==> src/rtl/stopwatch_ctrl.sv <==
// rtl/stopwatch_ctrl.sv - run/pause/lap controller for the BCD stopwatch counter
module stopwatch_ctrl #(
    parameter  int TICK_DIV = 4,
    localparam int PW       = (TICK_DIV > 1) ? $clog2(TICK_DIV) : 1
) (
    input  logic        clock,
    input  logic        reset_n,
    input  logic        btn_start,
    input  logic        btn_lap,
    input  logic [15:0] count_in,
    output logic        count_en,
    output logic        count_clr,
    output logic [15:0] disp_data,
    output logic [1:0]  state,
    output logic        lap_active
);

    typedef enum logic [1:0] {
        S_IDLE  = 2'b00,
        S_RUN   = 2'b01,
        S_PAUSE = 2'b10,
        S_LAP   = 2'b11
    } state_t;

    localparam logic [PW-1:0] PRESC_MAX = PW'(TICK_DIV - 1);

    state_t        r_state;
    state_t        w_state_next;
    logic [PW-1:0] r_presc;
    logic [15:0]   r_lap_reg;
    logic          r_clr;
    logic          r_start_s1, r_start_s2, r_start_prev;
    logic          r_lap_s1, r_lap_s2, r_lap_prev;
    logic          w_start_press;
    logic          w_lap_press;
    logic          w_clr_next;
    logic          w_lap_load;
    logic          w_running;

    // Two-flop synchroniser followed by a rising-edge detector per button
    always_ff @(posedge clock) begin
        if (!reset_n) begin
            r_start_s1   <= 1'b0;
            r_start_s2   <= 1'b0;
            r_start_prev <= 1'b0;
            r_lap_s1     <= 1'b0;
            r_lap_s2     <= 1'b0;
            r_lap_prev   <= 1'b0;
        end else begin
            r_start_s1   <= btn_start;
            r_start_s2   <= r_start_s1;
            r_start_prev <= r_start_s2;
            r_lap_s1     <= btn_lap;
            r_lap_s2     <= r_lap_s1;
            r_lap_prev   <= r_lap_s2;
        end
    end

    assign w_start_press = r_start_s2 & ~r_start_prev;
    assign w_lap_press   = r_lap_s2 & ~r_lap_prev;

    always_ff @(posedge clock) begin
        if (!reset_n) begin
            r_state <= S_IDLE;
        end else begin
            r_state <= w_state_next;
        end
    end

    // Start is checked first in every state so a simultaneous lap press is dropped
    always_comb begin
        w_state_next = r_state;
        w_clr_next   = 1'b0;
        w_lap_load   = 1'b0;
        case (r_state)
            S_IDLE: begin
                if (w_start_press) begin
                    w_state_next = S_RUN;
                end else if (w_lap_press) begin
                    w_clr_next = 1'b1;
                end
            end
            S_RUN: begin
                if (w_start_press) begin
                    w_state_next = S_PAUSE;
                end else if (w_lap_press) begin
                    w_state_next = S_LAP;
                    w_lap_load   = 1'b1;
                end
            end
            S_LAP: begin
                if (w_start_press) begin
                    w_state_next = S_PAUSE;
                end else if (w_lap_press) begin
                    w_state_next = S_RUN;
                end
            end
            S_PAUSE: begin
                if (w_start_press) begin
                    w_state_next = S_RUN;
                end else if (w_lap_press) begin
                    w_state_next = S_IDLE;
                    w_clr_next   = 1'b1;
                end
            end
            default: begin
                w_state_next = S_IDLE;
            end
        endcase
    end

    assign w_running = (r_state == S_RUN) || (r_state == S_LAP);

    // Prescaler holds in PAUSE so a resumed count keeps its partial period
    always_ff @(posedge clock) begin
        if (!reset_n) begin
            r_presc <= '0;
        end else if (r_state == S_IDLE || w_clr_next) begin
            r_presc <= '0;
        end else if (w_running) begin
            if (r_presc == PRESC_MAX) begin
                r_presc <= '0;
            end else begin
                r_presc <= r_presc + 1'b1;
            end
        end
    end

    always_ff @(posedge clock) begin
        if (!reset_n) begin
            r_lap_reg <= 16'h0000;
            r_clr     <= 1'b1;
        end else begin
            r_clr <= w_clr_next;
            if (w_lap_load) begin
                r_lap_reg <= count_in;
            end
        end
    end

    assign count_en   = w_running && (r_presc == PRESC_MAX);
    assign count_clr  = r_clr;
    assign disp_data  = (r_state == S_LAP) ? r_lap_reg : count_in;
    assign state      = r_state;
    assign lap_active = (r_state == S_LAP);

endmodule

==> config.mk <==
export PLATFORM = sky130hd
export DESIGN_NAME = stopwatch_ctrl
export DESIGN_NICKNAME = d
export VERILOG_FILES = /design/src/rtl/stopwatch_ctrl.sv
export SDC_FILE = /design/constraint.sdc
export NUM_CORES = 1
export LEC_CHECK = 0
export CAP_MARGIN = 0
export CORE_ASPECT_RATIO = 1.5
export CORE_MARGIN = 10
export CORE_UTILIZATION = 30
export DETAILED_ROUTE_END_ITERATION = 6
export MAX_ROUTING_LAYER = met4
export PLACE_DENSITY_LB_ADDON = 0.08
export RECOVER_POWER = 25
export SYNTH_ARGS = -nofsm -noshare
export SYNTH_HDL_FRONTEND = slang
export SYNTH_SLANG_ARGS = --single-unit
==> constraint.sdc <==
create_clock -name clock -period 2.3 [get_ports clock]
set_input_delay 0.575 -clock clock [delete_from_list [all_inputs] [get_ports clock]]
set_output_delay 0.575 -clock clock [all_outputs]
set_load 0.01 [all_outputs]
Yosys cells after proc, flatten, opt, wreduce, memory -nomap -nowiden
Index checks and enable logic that the tools add are counted.
Cells by class
  bitwise operators: 5
  magnitude comparators: 0
  equality and inequality tests: 8
  muxes and demuxes: 14
  reduce and logical (&&, ||, !) cells: 7
  add/subtract/negate cells: 1
  divide/modulo/power cells: 0
  shifts and indexed selects: 0
  multiply operators: 0
Operator list (number)
  16-bit two-way mux: 1
  2-bit two-way mux: 8
  2-bit case mux with 4 select lines: 1
  2-bit == test, second input constant: 3
  3-bit != test, second input constant: 2
  1-bit two-way mux: 4
  4-bit AND reduction: 1
  2-bit OR reduction: 2
  3-bit by 1-bit != test with 1-bit output, second input constant: 1
  1-bit inverter: 3
  2-bit by 1-bit adder with 2-bit output, second input constant: 1
  1-bit bitwise AND: 2
  2-bit by 1-bit == test with 1-bit output, second input constant: 1
  2-bit logical NOT: 1
  1-bit logical OR: 2
  2-bit != test, second input constant: 1
  1-bit logical AND: 1
Storage, ports and cells
  bits in latches: 0
  RAM bits: 0
  word-level logic and storage cells: 45
  bits in registers: 27
  memories: 0
  bits in read-only memories: 0

Logic depth before layout (Yosys ltp)
  word-level depth: 7
  mapped depth: 4
  gate-level depth less buffers: 4

Worst setup path before layout
Ideal clock, no wire load.
  path type: register to output
  from: reg r_state[1] (netlist: state[1])
  to: out disp_data[2]
  arrival time: 1.417 ns
  stages on the path, launching flop included: 5
  data required time: 1.725 ns
  path slack: 0.308 ns
  path buffers: 2
  cell sequence: dfxtp_1 > clkbuf_1 > nand2_1 > buf_2 > mux2_1
Between the ends
  longest elaborated chain between the ends: 2
Ends and longest elaborated chain
  from (decl): line 27  | state_t r_state;
  from (signal assigned): line 66  | r_state <= w_state_next;
  2-bit == test: line 143  | assign disp_data = (r_state == S_LAP) ? r_lap_reg : count_in;
  16-bit two-way mux: line 143
  to (decl): line 13  | output logic [15:0] disp_data,
No other way between the ends.

Worst setup path in the final report
  from: in count_in[2]
  to: out disp_data[2]
Between the ends
  longest elaborated chain between the ends: 1
Ends and longest elaborated chain
  from (decl): line 10  | input logic [15:0] count_in,
  16-bit two-way mux: line 143
No other way between the ends.

==> metrics.csv <==
stage,metric,value,unit
detailed_routing,first_pass_iters,3,
synthesis,netlist_instances,125,
layout,largest_reg_flops,16,
synthesis,ys_ff_latch,27,
worst_setup_path,max_stage_delay,0.42,ns
layout,drive_above_1_share,14.88,%
worst_hold_path,hp-class,reg2reg,
global_routing,grt.total_usage,9.083,%
die,die_w,72.04,um
cts,insertion_delay,0.27,ns
sta,finalCriticalPeriod,2.144,ns
die,initial_core_util,31.06,%
global_routing,grt_max_degree,42,
die,rows,28,
detailed_routing,ant_nets,0,
place,numPortBuffers,40,
die,ioPinCount,41,
sta,finalSetupViolations,0,
worst_setup_path,crit_chain,clkdlybuf4s50_1 > mux2_1 > dlygate4sd2_1,
job,maxCapViolCount,0,
sta,tns,0,ns
sta,hold_viol_final,0,
die,core-area,3924,um2
synthesis,synth_area,1219,um2
cts,clockBufferDepth,2,
place,place.gp.congestion,0.7109,
pwr,power.density,505.6,nW/um2
cts,numCtsBuffers,3,
synthesis,syn_nets,146,
sta,slew_violations,0,
worst_setup_path,arrival,1.57,ns
die,dieArea,7064,um2
pwr,p_leak,0.6625,nW
synthesis,yosys.cell_types.count,25,
cts,ctsHoldBuffers,0,
global_routing,grt_pass1_wl,5.147,mm
status,status,completed,
worst_setup_path,crit_type,in2out,
synthesis,ys_seq_area_share,44.35,%
layout,nets,190,
layout,syn_to_final_growth,40.45,%
detailed_routing,vias,998,
cts,cts.sinks,27,
place,hpwl,2.188,mm
detailed_routing,wire_per_inst,13.68,um
global_routing,grt_overflow,0,
global_routing,grt_pass1_vias,1092,
cts,cts_tree,done,
worst_setup_path,endpoint_kind,primary output,
sta,max_freq,466.3,MHz
detailed_routing,wl,2.914,mm
pwr,design_power_total,0.0008654,W
global_routing,antenna_found_initial,0,
place,dp_cells,209,
place,pre_cts_slack,-0.05136,ns
layout,stdcell_count,213,
sta,tightest_slew,0.7501,ns
worst_setup_path,critPathLaunchType,primary input,
detailed_routing,drt_iter0_drc,53,
sta,setup_ws,0.1557,ns
synthesis,syn_area_per_cell,9.749,um2
cts,cts.htree.levels,1,
sta,skew,0.004533,ns
sta,finalCritPeriodShare,93.23,%
cts,post_cts_buffers,0,
cts,cts-root-buf,clkbuf_8,
pwr,ir_worst_vdd,0.2560,mV
layout,final_util,43.62,%
die,die_y,98.06,um
detailed_routing,route.detailed.drc,0,
worst_setup_path,crit_path_max_fanout,2,
worst_setup_path,crit_slowest_cell,clkdlybuf4s50_1,
detailed_routing,viasPerCell,4.685,
sta,rsz0062_at_grt,no,
sta,maxSlewHeadroom,49.99,%
synthesis,yosys_warnings,0,
cts,clk_pin_slew,0.09,ns
worst_setup_path,cp.required,1.73,ns
layout,antennaDiodeCount,0,
-- synthesized netlist by cell type --
| cell type | number | area (um2) |
|---|---|---|
| buf_2 | 1 | 5.000 |
| a21boi_0 | 1 | 7.510 |
| clkbuf_1 | 5 | 18.77 |
| mux2_1 | 2 | 22.52 |
| nor4_4 | 1 | 21.27 |
| xnor2_1 | 1 | 8.760 |
| dfxtp_1 | 27 | 540.5 |
| nand3_1 | 1 | 5.000 |
| inv_2 | 1 | 3.750 |
| a31oi_1 | 1 | 6.260 |
| nor2b_1 | 1 | 6.260 |
| ha_1 | 1 | 12.51 |
| and2_1 | 8 | 50.05 |
| inv_1 | 1 | 3.750 |
| mux2_2 | 14 | 157.7 |
| nor3b_1 | 2 | 15.01 |
| nand3b_1 | 1 | 7.510 |
| nand2b_1 | 1 | 6.260 |
| mux2i_1 | 16 | 160.2 |
| buf_6 | 1 | 11.26 |
| nor2_1 | 1 | 3.750 |
| a21oi_1 | 1 | 5.000 |
| o31ai_1 | 1 | 7.510 |
| nand2_1 | 34 | 127.6 |
| o21ai_0 | 1 | 5.000 |
-- layout by cell type, fill, tap and decap left out, types with 2 or more instances in the layout --
cell type         n
clkdlybuf4s50_1  23
buf_4             4
mux2_1            2
clkbuf_8          3
nand2_1          34
and2_1            8
mux2_2           14
mux2i_1          16
nor3b_1           2
dlygate4sd2_1    16
dfxtp_1          27
-- through the flow --
stage | hold WS, ns | cell area [um2]
after CTS | 0.4501 | 1714
after floorplan | 0.4119 | 1219
after global placement | 0.4354 | 1685
final | 0.4421 | 1712
after detailed placement | 0.4225 | 1685
after global routing | 0.4701 | 1712
-- what timing repair did --
item                                    4_1_cts  5_1_grt
endpoints found under the setup margin       16        0
hold endpoints to repair                      0        0
gates resized for setup                      17        0
-- where the power goes --
part | internal (W) | total (W) | switching [W] | leakage [nW]
clock network | 0.000124 | 0.000262 | 0.000138 | 0.0228
logic | 0.0000712 | 0.000124 | 0.0000526 | 0.421
registers | 0.000476 | 0.000480 | 0.00000359 | 0.219
total | 0.000671 | 0.000865 | 0.000194 | 0.662
-- kinds of logic (layout without fill, tap and decap cells) --
| group | after synthesis | count (layout) | synth area share, % |
|---|---|---|---|
| flops | 27 | 27 | 44.35 |
| simple gates | 50 | 50 | 19.92 |
| xor+xnor | 1 | 1 | 0.7188 |
| fa+ha+maj | 1 | 1 | 1.027 |
| compound gates | 5 | 5 | 2.567 |
| mux | 32 | 32 | 27.93 |
| buf+inv | 9 | 52 | 3.490 |
-- worst paths after layout --
kind,from,end,slack (ns),cells past startpoint
setup / recovery,count_in[2],disp_data[2],0.16,3
hold / removal,r_start_s1$_SDFF_PN0_,r_start_s2$_SDFF_PN0_,0.44,1
setup reg to reg,state[0]$_SDFFE_PN0P_,r_lap_reg[9]$_SDFFE_PN0P_,0.90,5
hold reg to reg,r_start_s1$_SDFF_PN0_,r_start_s2$_SDFF_PN0_,0.44,1
-- critical path, delay by kind of cell --
family / cells / cell delay (ns)
buffers and inverters: 2 / 0.71
muxes: 1 / 0.29
-- layout make-up --
| cell class | count | area, um2 |
|---|---|---|
| repair buffers | 46 | 426.7 |
| inverters | 2 | 7.507 |
| multi-input cells | 89 | 635.6 |
| flip-flops and latches | 27 | 540.5 |
| fillers | 404 | 2212 |
| clock buffers | 4 | 45.04 |
| well taps | 45 | 56.30 |
-- metal layers --
metal / wire (um) / GRT usage, %
met2: 1481 / 14.51
met1: 1271 / 10.11
met4: 27 / 3.737
met5: 0 / -
met3: 134 / 2.837
Power figures use the tool's default switching activity.
